--- config.mk ---
export PLATFORM = sky130hd
export DESIGN_NAME = lut_sweep_eval
export DESIGN_NICKNAME = d
export VERILOG_FILES = /design/src/rtl/lut_sweep_eval.sv
export SDC_FILE = /design/constraint.sdc
export NUM_CORES = 1
export LEC_CHECK = 0
export CAP_MARGIN = 5
export CORE_MARGIN = 5
export CORE_UTILIZATION = 35
export CTS_CLUSTER_DIAMETER = 150
export DETAILED_ROUTE_END_ITERATION = 6
export PLACE_DENSITY = 0.54
export SYNTH_ARGS = -nofsm -noshare
export SYNTH_HDL_FRONTEND = slang
export SYNTH_SLANG_ARGS = --single-unit
export TNS_END_PERCENT = 10
--- constraint.sdc ---
create_clock -name clk -period 2.2 [get_ports clk]
set_input_delay 0.66 -clock clk [delete_from_list [all_inputs] [get_ports clk]]
set_output_delay 0.66 -clock clk [all_outputs]
set_load 0.01 [all_outputs]
--- src/rtl/lut_sweep_eval.sv ---
// lut_sweep_eval: run-time loadable N_IN-input truth table with point eval and exhaustive sweep.
// Define LUT_SWEEP_BACKPRESSURE_EN to add the sweep_ready port and consumer backpressure.
module lut_sweep_eval #(
    parameter int N_IN = 4
) (
    input  logic            clk,
    input  logic            rst_n,
    input  logic            cfg_we,
    input  logic            cfg_bit,
    input  logic [N_IN-1:0] eval_in,
    output logic            eval_out,
    input  logic            start,
`ifdef LUT_SWEEP_BACKPRESSURE_EN
    input  logic            sweep_ready,
`endif
    output logic            busy,
    output logic            sweep_valid,
    output logic [N_IN-1:0] sweep_idx,
    output logic            sweep_val,
    output logic            done,
    output logic [N_IN:0]   ones_cnt
);

    localparam int LUT_BITS = 1 << N_IN;
    localparam logic [N_IN-1:0] LAST_IDX = N_IN'(LUT_BITS - 1);

    typedef enum logic [1:0] {
        IDLE  = 2'd0,
        SWEEP = 2'd1,
        DONE  = 2'd2
    } state_t;

    state_t              state;
    state_t              state_nxt;
    logic [LUT_BITS-1:0] lut_q;
    logic [N_IN-1:0]     idx_q;
    logic                rdy;
    logic                accept;
    logic                is_last;
    logic                cur_val;

`ifdef LUT_SWEEP_BACKPRESSURE_EN
    assign rdy = sweep_ready;
`else
    assign rdy = 1'b1;
`endif

    assign cur_val = lut_q[idx_q];
    assign accept  = (state == SWEEP) && rdy;
    assign is_last = (idx_q == LAST_IDX);

    // State register
    always_ff @(posedge clk) begin
        if (!rst_n) begin
            state <= IDLE;
        end else begin
            state <= state_nxt;
        end
    end

    // Next-state logic: a sweep walks every index, then spends one cycle in DONE
    always_comb begin
        state_nxt = state;
        unique case (state)
            IDLE: begin
                if (start) begin
                    state_nxt = SWEEP;
                end
            end
            SWEEP: begin
                if (accept && is_last) begin
                    state_nxt = DONE;
                end
            end
            DONE: begin
                state_nxt = IDLE;
            end
            default: begin
                state_nxt = IDLE;
            end
        endcase
    end

    // Outputs decoded from state; stream fields read zero when nothing is presented
    always_comb begin
        busy        = 1'b0;
        sweep_valid = 1'b0;
        done        = 1'b0;
        sweep_idx   = '0;
        sweep_val   = 1'b0;
        unique case (state)
            IDLE: begin
                busy = 1'b0;
            end
            SWEEP: begin
                busy        = 1'b1;
                sweep_valid = 1'b1;
                sweep_idx   = idx_q;
                sweep_val   = cur_val;
            end
            DONE: begin
                busy = 1'b1;
                done = 1'b1;
            end
            default: begin
                busy = 1'b0;
            end
        endcase
    end

    // Table load: shift in MSB-first, only while idle and not starting a sweep
    always_ff @(posedge clk) begin
        if (!rst_n) begin
            lut_q <= '0;
        end else if (cfg_we && (state == IDLE) && !start) begin
            lut_q <= {lut_q[LUT_BITS-2:0], cfg_bit};
        end
    end

    // Point evaluation sees the table as it was before any same-edge write
    always_ff @(posedge clk) begin
        if (!rst_n) begin
            eval_out <= 1'b0;
        end else begin
            eval_out <= lut_q[eval_in];
        end
    end

    // Sweep index and minterm count; count holds after the sweep until restart
    always_ff @(posedge clk) begin
        if (!rst_n) begin
            idx_q    <= '0;
            ones_cnt <= '0;
        end else if ((state == IDLE) && start) begin
            idx_q    <= '0;
            ones_cnt <= '0;
        end else if (accept) begin
            ones_cnt <= ones_cnt + {{N_IN{1'b0}}, cur_val};
            if (!is_last) begin
                idx_q <= idx_q + N_IN'(1);
            end
        end
    end

endmodule

==> summary.md, run 1 <==
| Metric | Value |
|---|---|
| Switching power | `414 uW` |
| Worst Tran Pin Value | `309 ps` |
| CP required | `1540 ps` |
| Vias per cell | `5.04` |
| Synth Register Bits | `28` |
| Vias in the first global route | `1235` |
| Commonest non-fill, non-tap cell in the layout | `nand2_1` |
| Skew-Pair Late Insertion Delay | `280 ps` |
| CP delay by family, top | `multiplexers` |
| Place WS | `-267 ps` |
| Failing checks | `setup timing` |
| Clk slew on worst S/H paths | `100 ps` |
| Slew Limit Headroom | `79.4%` |
| Reg power frac | `42.8%` |
| Startpoint Class | `flop` |
| R2R Setup Slk | `10 ps` |
| Worst path cell trace | `mux4_2 -> nor2b_4 -> a211oi_2 -> nor3b_1 -> buf_2` |
| Internal | `915 uW` |
| CTS tree | `yes` |
| Die ar. | `0.00561 mm2` |
| Synthesized instance count | `153` |
| Core Util, Final | `49.2%` |
| Leak Pwr | `0.786 nW` |
| Crit Path Category | `reg2out` |
| Placer congestion estimate | `0.913` |
| Pin count of the biggest net entering global routing | `18` |
| Hold Startpoint | `lut_q[2]` |
| R2R depth | `11` |
| Initial Utilization | `36.4%` |
| Global route total overflow | `0` |
| Initial DRC count | `50` |
| # rows | `23` |
| Setup-failing EPs final | `1` |
| Synth-to-layout area growth | `35.2%` |
| Worst Hold Path EP | `lut_q[2]` |
| Number of port buffers | `22` |
| Placement Cell Area | `0.00191 mm2` |
| Total CTS buffers | `3` |
| PD cells | `666 mW/mm2` |
| Critical path fanouts, max | `2` |
| Syn nets | `169` |
| Sw frac | `31.2%` |
| CTS Hold Bufs | `0` |
| Clk root buf | `clkbuf_8` |
| Tcrit/Tclk final | `106%` |
| Min cycle time layout | `2340 ps` |
| Layout Nets | `215` |
| Die span in y | `74.9 um` |
| Slew Viols, Final | `0` |
| Antenna Cells | `0` |
| CORE AREA | `0.00406 mm2` |
| Router iterations before antenna repair | `4` |
| Vias after detailed routing | `1251` |
| CP peak stage delay | `500 ps` |
| Hold Violations, Final | `0` |
| Layout cells sized above 1 | `25.8%` |
| RSZ-0062 raised after global routing | `yes` |
| Antenna violations before repair | `0` |
| Yosys Warn Count | `0` |
| Buf/Inv on CP | `1` |
| H-Tree Level Count | `1` |
| Worst endpoint data arrival time | `1680 ps` |
| Fmax | `427 MHz` |
| Post-route cell area | `0.00199 mm2` |
| Reg-to-reg startpoint | `idx_q[3]` |
| Clock Skew | `5.58 ps` |
| First-pass GRT wire length | `5.79 mm` |
| Final worst setup slack | `-142 ps` |
| Max Root-Sink Buffers | `2` |
| Max Cap Viol | `0` |
| Avg WL per Cell | `13.5 um` |
| CP max stage cell | `mux4_2` |
| Reg-to-reg endpoint | `ones_cnt[4]` |
| CTS Sinks | `28` |
| Dpl hpwl | `2.62 mm` |
| I/O pin total | `23` |
| Combinational share of power | `33.0%` |
| Routed Antenna Nets | `0` |
| Worst Setup End Kind | `primary output` |
| Synth cell types | `30` |
| Total track usage | `13.4%` |
| Peak supply drop | `0.316 mV` |
| Mapped Area | `0.00148 mm2` |
| Clk network pwr share | `24.2%` |
| Seq/Total Area, Yosys | `38.0%` |
| Outcome | `finished, violations left` |
| Mapped Avg Cell Area | `9.64 um2` |
| Worst Hold Class | `reg2reg` |
| WHS Path Cells | `2` |
| Total wire length | `3.36 mm` |
| Width of the chip | `74.9 um` |
| Most frequent cells in the layout | `nand2_1, buf_4, dfxtp_1, clkdlybuf4s50_1, a21boi_0` |
| Drc violations | `0` |
## state kept, by name, indices dropped and copies added, names as in the netlist
register and count:
idx_q 4, ones_cnt 5, lut_q 16, eval_out 1, state 2
## area by class of cell
cell class | instances | area (um2)
clock buffer | 4 | 55.1
tap | 50 | 62.6
multi-input combinational | 114 | 878
timing repair buffer | 49 | 423
fill | 380 | 2060
sequential | 28 | 564
inverter | 3 | 11.3
## timing repair
item	in CTS	in global routing
endpoints found under the setup margin	10	4
setup buffers	1	0
gates resized for setup	21	0
pin swaps	4	0
## worst reg2reg max path, delay by kind of cell (launching register included)
| family | cells | cell delay (ps) |
|---|---|---|
| AO/OA/AOI/OAI | 1 | 190 |
| buffers and inverters | 2 | 240 |
| adder cells (fa/ha/maj) | 2 | 340 |
| flip-flops | 1 | 350 |
| multiplexers | 1 | 500 |
| XOR/XNOR | 1 | 150 |
| AND/OR/NAND/NOR | 4 | 310 |
## Yosys cell counts (all sizes together)
master / count / area, um2
and2: 5 / 32.5
and4b: 1 / 11.3
or2b: 1 / 7.51
nor3: 2 / 10.0
dfxtp: 28 / 561
clkbuf: 3 / 11.3
nand2b: 1 / 6.26
xor2: 4 / 35.0
a21oi: 3 / 15.0
a21boi: 16 / 120
a211oi: 2 / 20.0
buf: 5 / 43.8
nor2b: 3 / 26.3
mux2i: 5 / 50.1
nor3b: 1 / 7.51
nand4: 2 / 12.5
ha: 7 / 87.6
nand3: 3 / 15.0
inv: 3 / 11.3
nand2: 40 / 150
mux4: 8 / 191
o221a: 1 / 11.3
nor2: 7 / 26.3
o22ai: 2 / 12.5
## worst max-delay path by stage
stage                  endpoint  slack, ps  startpoint  cells past startpoint
global route          sweep_val       -220    idx_q[3]                      5
finish                sweep_val       -140    idx_q[3]                      5
detailed placement    sweep_val       -270    idx_q[3]                      5
CTS                   sweep_val       -160    idx_q[3]                      5
floorplan           ones_cnt[4]        120    idx_q[3]                     10
global placement      sweep_val       -220    idx_q[2]                      4
## kinds of logic after synthesis
kind of cell / count (synthesis) / synth area share, %
AO/OA/AOI/OAI: 24 / 12.1
XOR/XNOR: 4 / 2.37
adder cells (fa/ha/maj): 7 / 5.94
buffers and inverters: 11 / 4.50
flip-flops: 28 / 38.0
multiplexers: 13 / 16.4
AND/OR/NAND/NOR: 66 / 20.7
## power by group through the flow
stage               sequential [mW]  combinational, mW  clock (mW)
floorplan                     0.568              0.268           0
global placement              0.571              0.425           0
detailed placement            0.573              0.438           0
CTS                           0.569              0.444       0.335
global route                  0.572              0.487       0.353
finish                        0.569              0.439       0.322
## stage by stage
stage / std cells / hold WS [ps] / setup TNS, ps / power [mW]
after floorplan: 153 / 440 / 0 / 0.836
after global placement: 243 / 492 / -217 / 0.996
after detailed placement: 243 / 495 / -348 / 1.01
after CTS: 248 / 515 / -164 / 1.35
after global routing: 248 / 560 / -423 / 1.41
final: 248 / 520 / -142 / 1.33
## metal layers
metal  GRT usage (%)  vias to the layer above  share of wire, %
li1                -                      618                 -
met1            17.8                      603                46
met2            21.8                       28                49
met3            3.20                        2               4.6
met4            3.75                        0              0.63
met5               0                        -                 0
(Power assumes the default switching activity.)
==> run 2, diff against run 1 <==
- CORE_MARGIN: 5 -> default
- DONT_BUFFER_PORTS: default -> 1
- GPL_TIMING_DRIVEN: default -> 1
- PLACE_DENSITY: 0.54 -> 0.47
==> run 2 against run 1 <==
  * The run still ends with setup timing left
  * Sequential share of layout area up 6.7 points
  * Total power down 8.6%
  * Non-clock buffer count down 43
  * Flip-flop and latch count unchanged
  * Core utilization down 9.2 points
  * Design area down 19%
  * Worst hold slack worse by 36 ps
  * Combinational power down 25%
  * Sequential power down 1%
  * Count of clock-buffer cells in the layout unchanged
  * Critical path type unchanged
  * Largest cell class unchanged
==> summary.md, run 2 (synthesis gave the netlist of run 1 again) <==
| Metric | Value |
|---|---|
| Outcome | `finished, violations left` |
| Failing checks | `setup timing` |
| WHS Path Cells | `2` |
| R2R Setup Slk | `40 ps` |
| Pin count of the biggest net entering global routing | `22` |
| Max reg flops | `16` |
| Most flop-heavy register | `lut_q` |
| Vias per cell | `5.32` |
| # rows | `23` |
| Skew-Pair Late Insertion Delay | `270 ps` |
| Placer congestion estimate | `0.815` |
| Largest registers | `lut_q (16), ones_cnt (5), idx_q (4)` |
| Met2 usage | `26.0%` |
| Vias in the first global route | `1037` |
| Max Root-Sink Buffers | `2` |
| Worst Hold Path EP | `lut_q[13]` |
| Post-Layout Cell Count | `205` |
| Total wire length | `3.18 mm` |
| Die span in y | `66.9 um` |
| Placement Cell Area | `0.00152 mm2` |
| Worst Setup End Kind | `primary output` |
| Crit path from | `idx_q[3]` |
| Setup_tns | `-57.2 ps` |
| Core Util, Final | `39.9%` |
| Avg WL per Cell | `15.5 um` |
| Routed Antenna Nets | `0` |
| Total CTS buffers | `3` |
| Clk root buf | `clkbuf_8` |
| Reg power frac | `46.4%` |
| Antenna violations before repair | `0` |
| GR peak layer | `met2` |
| R2R depth | `10` |
| Most frequent cells in the layout | `nand2_1, dfxtp_1, a21boi_0, mux4_2, a21boi_1` |
| Setup-failing EPs final | `1` |
| Place WS | `42.4 ps` |
| Hold Startpoint | `lut_q[12]` |
| Worst Hold Class | `reg2reg` |
| CORE AREA | `0.00403 mm2` |
| Global-route met3 utilization | `5.82%` |
| Met1 Usage GRT | `19.4%` |
| Clock Skew | `0.910 ps` |
| Drc violations | `0` |
| Peak supply drop | `0.325 mV` |
| Inst Count DP | `200` |
| Sw frac | `31.8%` |
| Synth-to-layout area growth | `9.08%` |
| Post-route cell area | `0.00161 mm2` |
| Design Power | `1.21 mW` |
| Critical path fanouts, max | `2` |
| Reg-to-reg endpoint | `ones_cnt[4]` |
| Clk slew on worst S/H paths | `90 ps` |
| RSZ-0062 raised after global routing | `yes` |
| CP required | `1540 ps` |
| Hold Violations, Final | `0` |
| Router iterations before antenna repair | `4` |
| Die ar. | `0.00448 mm2` |
| Worst endpoint data arrival time | `1600 ps` |
| Switching power | `387 uW` |
| Layout Nets | `172` |
| Multi-input gate area | `872 um2` |
| Combinational share of power | `27.2%` |
| Tcrit/Tclk final | `103%` |
| CTS Sinks | `28` |
| I/O pin total | `23` |
| Slew Viols, Final | `0` |
| Width of the chip | `66.9 um` |
| Number of port buffers | `0` |
| Internal | `828 uW` |
| Vias after detailed routing | `1091` |
| CTS tree | `yes` |
| Final worst setup slack | `-57.2 ps` |
| Layout cells sized above 1 | `19.4%` |
| Global route total overflow | `0` |
| Reg-to-reg startpoint | `idx_q[3]` |
| Initial DRC count | `57` |
| Leak Pwr | `0.561 nW` |
| Dpl hpwl | `2.32 mm` |
| Max Cap Viol | `0` |
| Hold slack | `485 ps` |
| Startpoint Class | `flop` |
| First-pass GRT wire length | `5.11 mm` |
| Worst Tran Pin Value | `593 ps` |
| Total track usage | `15.7%` |
| H-Tree Level Count | `1` |
| Initial Utilization | `36.6%` |
| Min cycle time layout | `2260 ps` |
| # fillers | `404` |
| Fmax | `443 MHz` |
| Sequential cell area | `563 um2` |
| Crit Path Category | `reg2out` |
| Antenna Cells | `0` |
| Slew Limit Headroom | `60.4%` |
| Commonest non-fill, non-tap cell in the layout | `nand2_1` |
| CTS Hold Bufs | `0` |
| PD cells | `755 mW/mm2` |
| Clk network pwr share | `26.5%` |
## run 2: worst max-delay path: stages (launching register included)
cell and delay, ps:
dfxtp_2 360, mux4_2 510, nor2b_4 140, a211oi_2 200, nor3b_2 110
## run 2: layer usage
layer | up-vias | wire length [um]
li1 | 531 | -
met5 | - | 0
met1 | 539 | 1490
met4 | 0 | 21
met2 | 19 | 1510
met3 | 2 | 157
## run 2: power groups by stage
stage / sequential (mW) / clock [mW] / combinational (mW)
after global routing: 0.569 / 0.354 / 0.374
after CTS: 0.564 / 0.338 / 0.329
final: 0.563 / 0.322 / 0.330
after global placement: 0.574 / 0 / 0.306
after floorplan: 0.568 / 0 / 0.268
after detailed placement: 0.575 / 0 / 0.312
## run 2: what timing repair did
| action | 4_1_cts | 5_1_grt |
|---|---|---|
| setup endpoints to repair | 1 | 4 |
| setup buffers | 1 | 0 |
| gates resized for setup | 6 | 5 |
| pin swaps | 2 | 1 |
## run 2: cell type report
| cell class | instances | share of cell area, % |
|---|---|---|
| well taps | 50 | 3.89 |
| clock buffers | 4 | 3.42 |
| inverters | 3 | 0.700 |
| repair buffers | 6 | 2.80 |
| multi-input cells | 114 | 54.2 |
| flip-flops and latches | 28 | 35.0 |
## run 2: worst max path at each step
| stage | end | slack, ps |
|---|---|---|
| 6_report | sweep_val | -60 |
| 5_1_grt | sweep_val | -130 |
| 4_1_cts | sweep_val | -70 |
| 3_5_place_dp | ones_cnt[4] | 40 |
| 3_3_place_gp | ones_cnt[4] | 110 |
| 2_1_floorplan | ones_cnt[4] | 120 |
==> run 3, diff against run 2 <==
- PLACE_DENSITY: 0.47 -> 0.45
- clock period: 2.2 -> 2.8 ns (I/O delays scaled with it)
==> run 3 against run 2 <==
  * Sequential power is 21% lower
  * Flip-flop and latch count stayed put
  * Highest routed layer unchanged
  * Critical endpoint unchanged
  * The run now ends clean
  * Worst hold slack better by 3.9 ps
  * Cell count is 2.4% lower
  * First-iteration DRC count is 21% lower
  * Largest cell class unchanged
==> summary.md, run 3 (synthesis gave the netlist of run 1 again) <==
| Metric | Value |
|---|---|
| Setup_tns | `0 ps` |
| Total CTS buffers | `3` |
| Commonest non-fill, non-tap cell in the layout | `nand2_1` |
| Total track usage | `15.3%` |
| First-pass GRT wire length | `5.09 mm` |
| Cts repair resizes | `0` |
| CP required | `1960 ps` |
| Initial Utilization | `36.6%` |
| Die span in y | `66.9 um` |
| Min cycle time layout | `2650 ps` |
| I/O pin total | `23` |
| Skew-Pair Late Insertion Delay | `280 ps` |
| RSZ-0062 raised after global routing | `no` |
| Initial DRC count | `45` |
| Slew Viols, Final | `0` |
| Leak Pwr | `0.547 nW` |
| # rows | `23` |
| Worst Setup End Kind | `primary output` |
| Dpl hpwl | `2.25 mm` |
| Startpoint Class | `flop` |
| Sequential cell area | `561 um2` |
| Antenna violations before repair | `0` |
| Inst Count DP | `196` |
| Hold Startpoint | `lut_q[15]` |
| Placement Cell Area | `0.00149 mm2` |
| Clock Skew | `2.98 ps` |
| Outcome | `finished clean` |
| Core Util, Final | `38.4%` |
| Antenna Cells | `0` |
| Peak supply drop | `0.265 mV` |
| Worst Hold Class | `reg2reg` |
| Tcrit/Tclk final | `94.7%` |
| Layout Nets | `167` |
| Router iterations before antenna repair | `4` |
| CTS tree | `yes` |
| Vias after detailed routing | `1034` |
| Die ar. | `0.00448 mm2` |
| Layout cells sized above 1 | `10.0%` |
| CTS Sinks | `28` |
| Fmax | `377 MHz` |
| Hold Violations, Final | `0` |
| Reg-to-reg startpoint | `idx_q[3]` |
| Max Cap Viol | `0` |
| Place WS | `445 ps` |
| CORE AREA | `0.00403 mm2` |
| Most frequent cells in the layout | `nand2_1, dfxtp_1, a21boi_0` |
| Avg WL per Cell | `15.0 um` |
| CTS Hold Bufs | `0` |
| Slew Limit Headroom | `61.6%` |
| Clk slew on worst S/H paths | `100 ps` |
| Max reg flops | `16` |
| Final worst setup slack | `148 ps` |
| Total wire length | `3.01 mm` |
| # fillers | `415` |
| Synth-to-layout area growth | `4.75%` |
| Post-route cell area | `0.00155 mm2` |
| H-Tree Level Count | `1` |
| Worst endpoint data arrival time | `1810 ps` |
| Vias per cell | `5.17` |
| Postcts setup bufs | `0` |
| Clk root buf | `clkbuf_8` |
| Drc violations | `0` |
| Crit path from | `idx_q[3]` |
| Multi-input gate area | `848 um2` |
| Most flop-heavy register | `lut_q` |
| Placer congestion estimate | `0.818` |
| Largest registers | `lut_q (16), ones_cnt (5), idx_q (4)` |
| Number of port buffers | `0` |
| Setup-failing EPs final | `0` |
| Worst Tran Pin Value | `576 ps` |
| Width of the chip | `66.9 um` |
| Pin count of the biggest net entering global routing | `22` |
| Global route total overflow | `0` |
| Crit Path Category | `reg2out` |
| Max Root-Sink Buffers | `2` |
| Critical path fanouts, max | `8` |
| Vias in the first global route | `1045` |
| PD cells | `609 mW/mm2` |
| Post-Layout Cell Count | `200` |
| Routed Antenna Nets | `0` |
## run 3: cell count changes in the layout (fill, tap and decap cells not counted), sizes merged
| cell | delta |
|---|---|
| buf | -5 |
## run 3: through the flow
| step | hold slack (ps) | power (mW) |
|---|---|---|
| 6_report | 488 | 0.942 |
| 5_1_grt | 518 | 1.00 |
| 4_1_cts | 485 | 0.954 |
| 3_5_place_dp | 468 | 0.698 |
| 3_3_place_gp | 474 | 0.690 |
| 2_1_floorplan | 440 | 0.657 |
## run 3: path summary, 6_finish.rpt
kind	to	slack, ps	depth (start not counted)
setup reg to reg	ones_cnt[4]	480	9
hold / removal	lut_q[15]	490	2
setup / recovery	sweep_val	150	4
hold reg to reg	lut_q[15]	490	2
## run 3: critical path, stage by stage (launching register included)
cell      delay (ps)
dfxtp_1          490
mux4_2           540
nor2b_4          140
a211oi_2         240
nor3b_1          120
## run 3: area by class of cell
class                      count  share of cell area, %
sequential                    28                   36.3
multi-input combinational    114                   54.9
clock buffer                   4                   3.56
timing repair buffer           1                  0.486
inverter                       3                  0.729
tap                           50                   4.05
## run 3: metal layers
layer | global-route usage, % | part of all wire [%]
met1 | 20.5 | 49
met2 | 24.6 | 46
met3 | 2.91 | 4.2
met4 | 4.79 | 0.87
met5 | 0 | 0
## run 3: power by group
group / leakage (nW) / internal, mW / switching, mW
combinational: 0.292 / 0.0941 / 0.148
clock: 0.0288 / 0.126 / 0.129
sequential: 0.226 / 0.419 / 0.0257
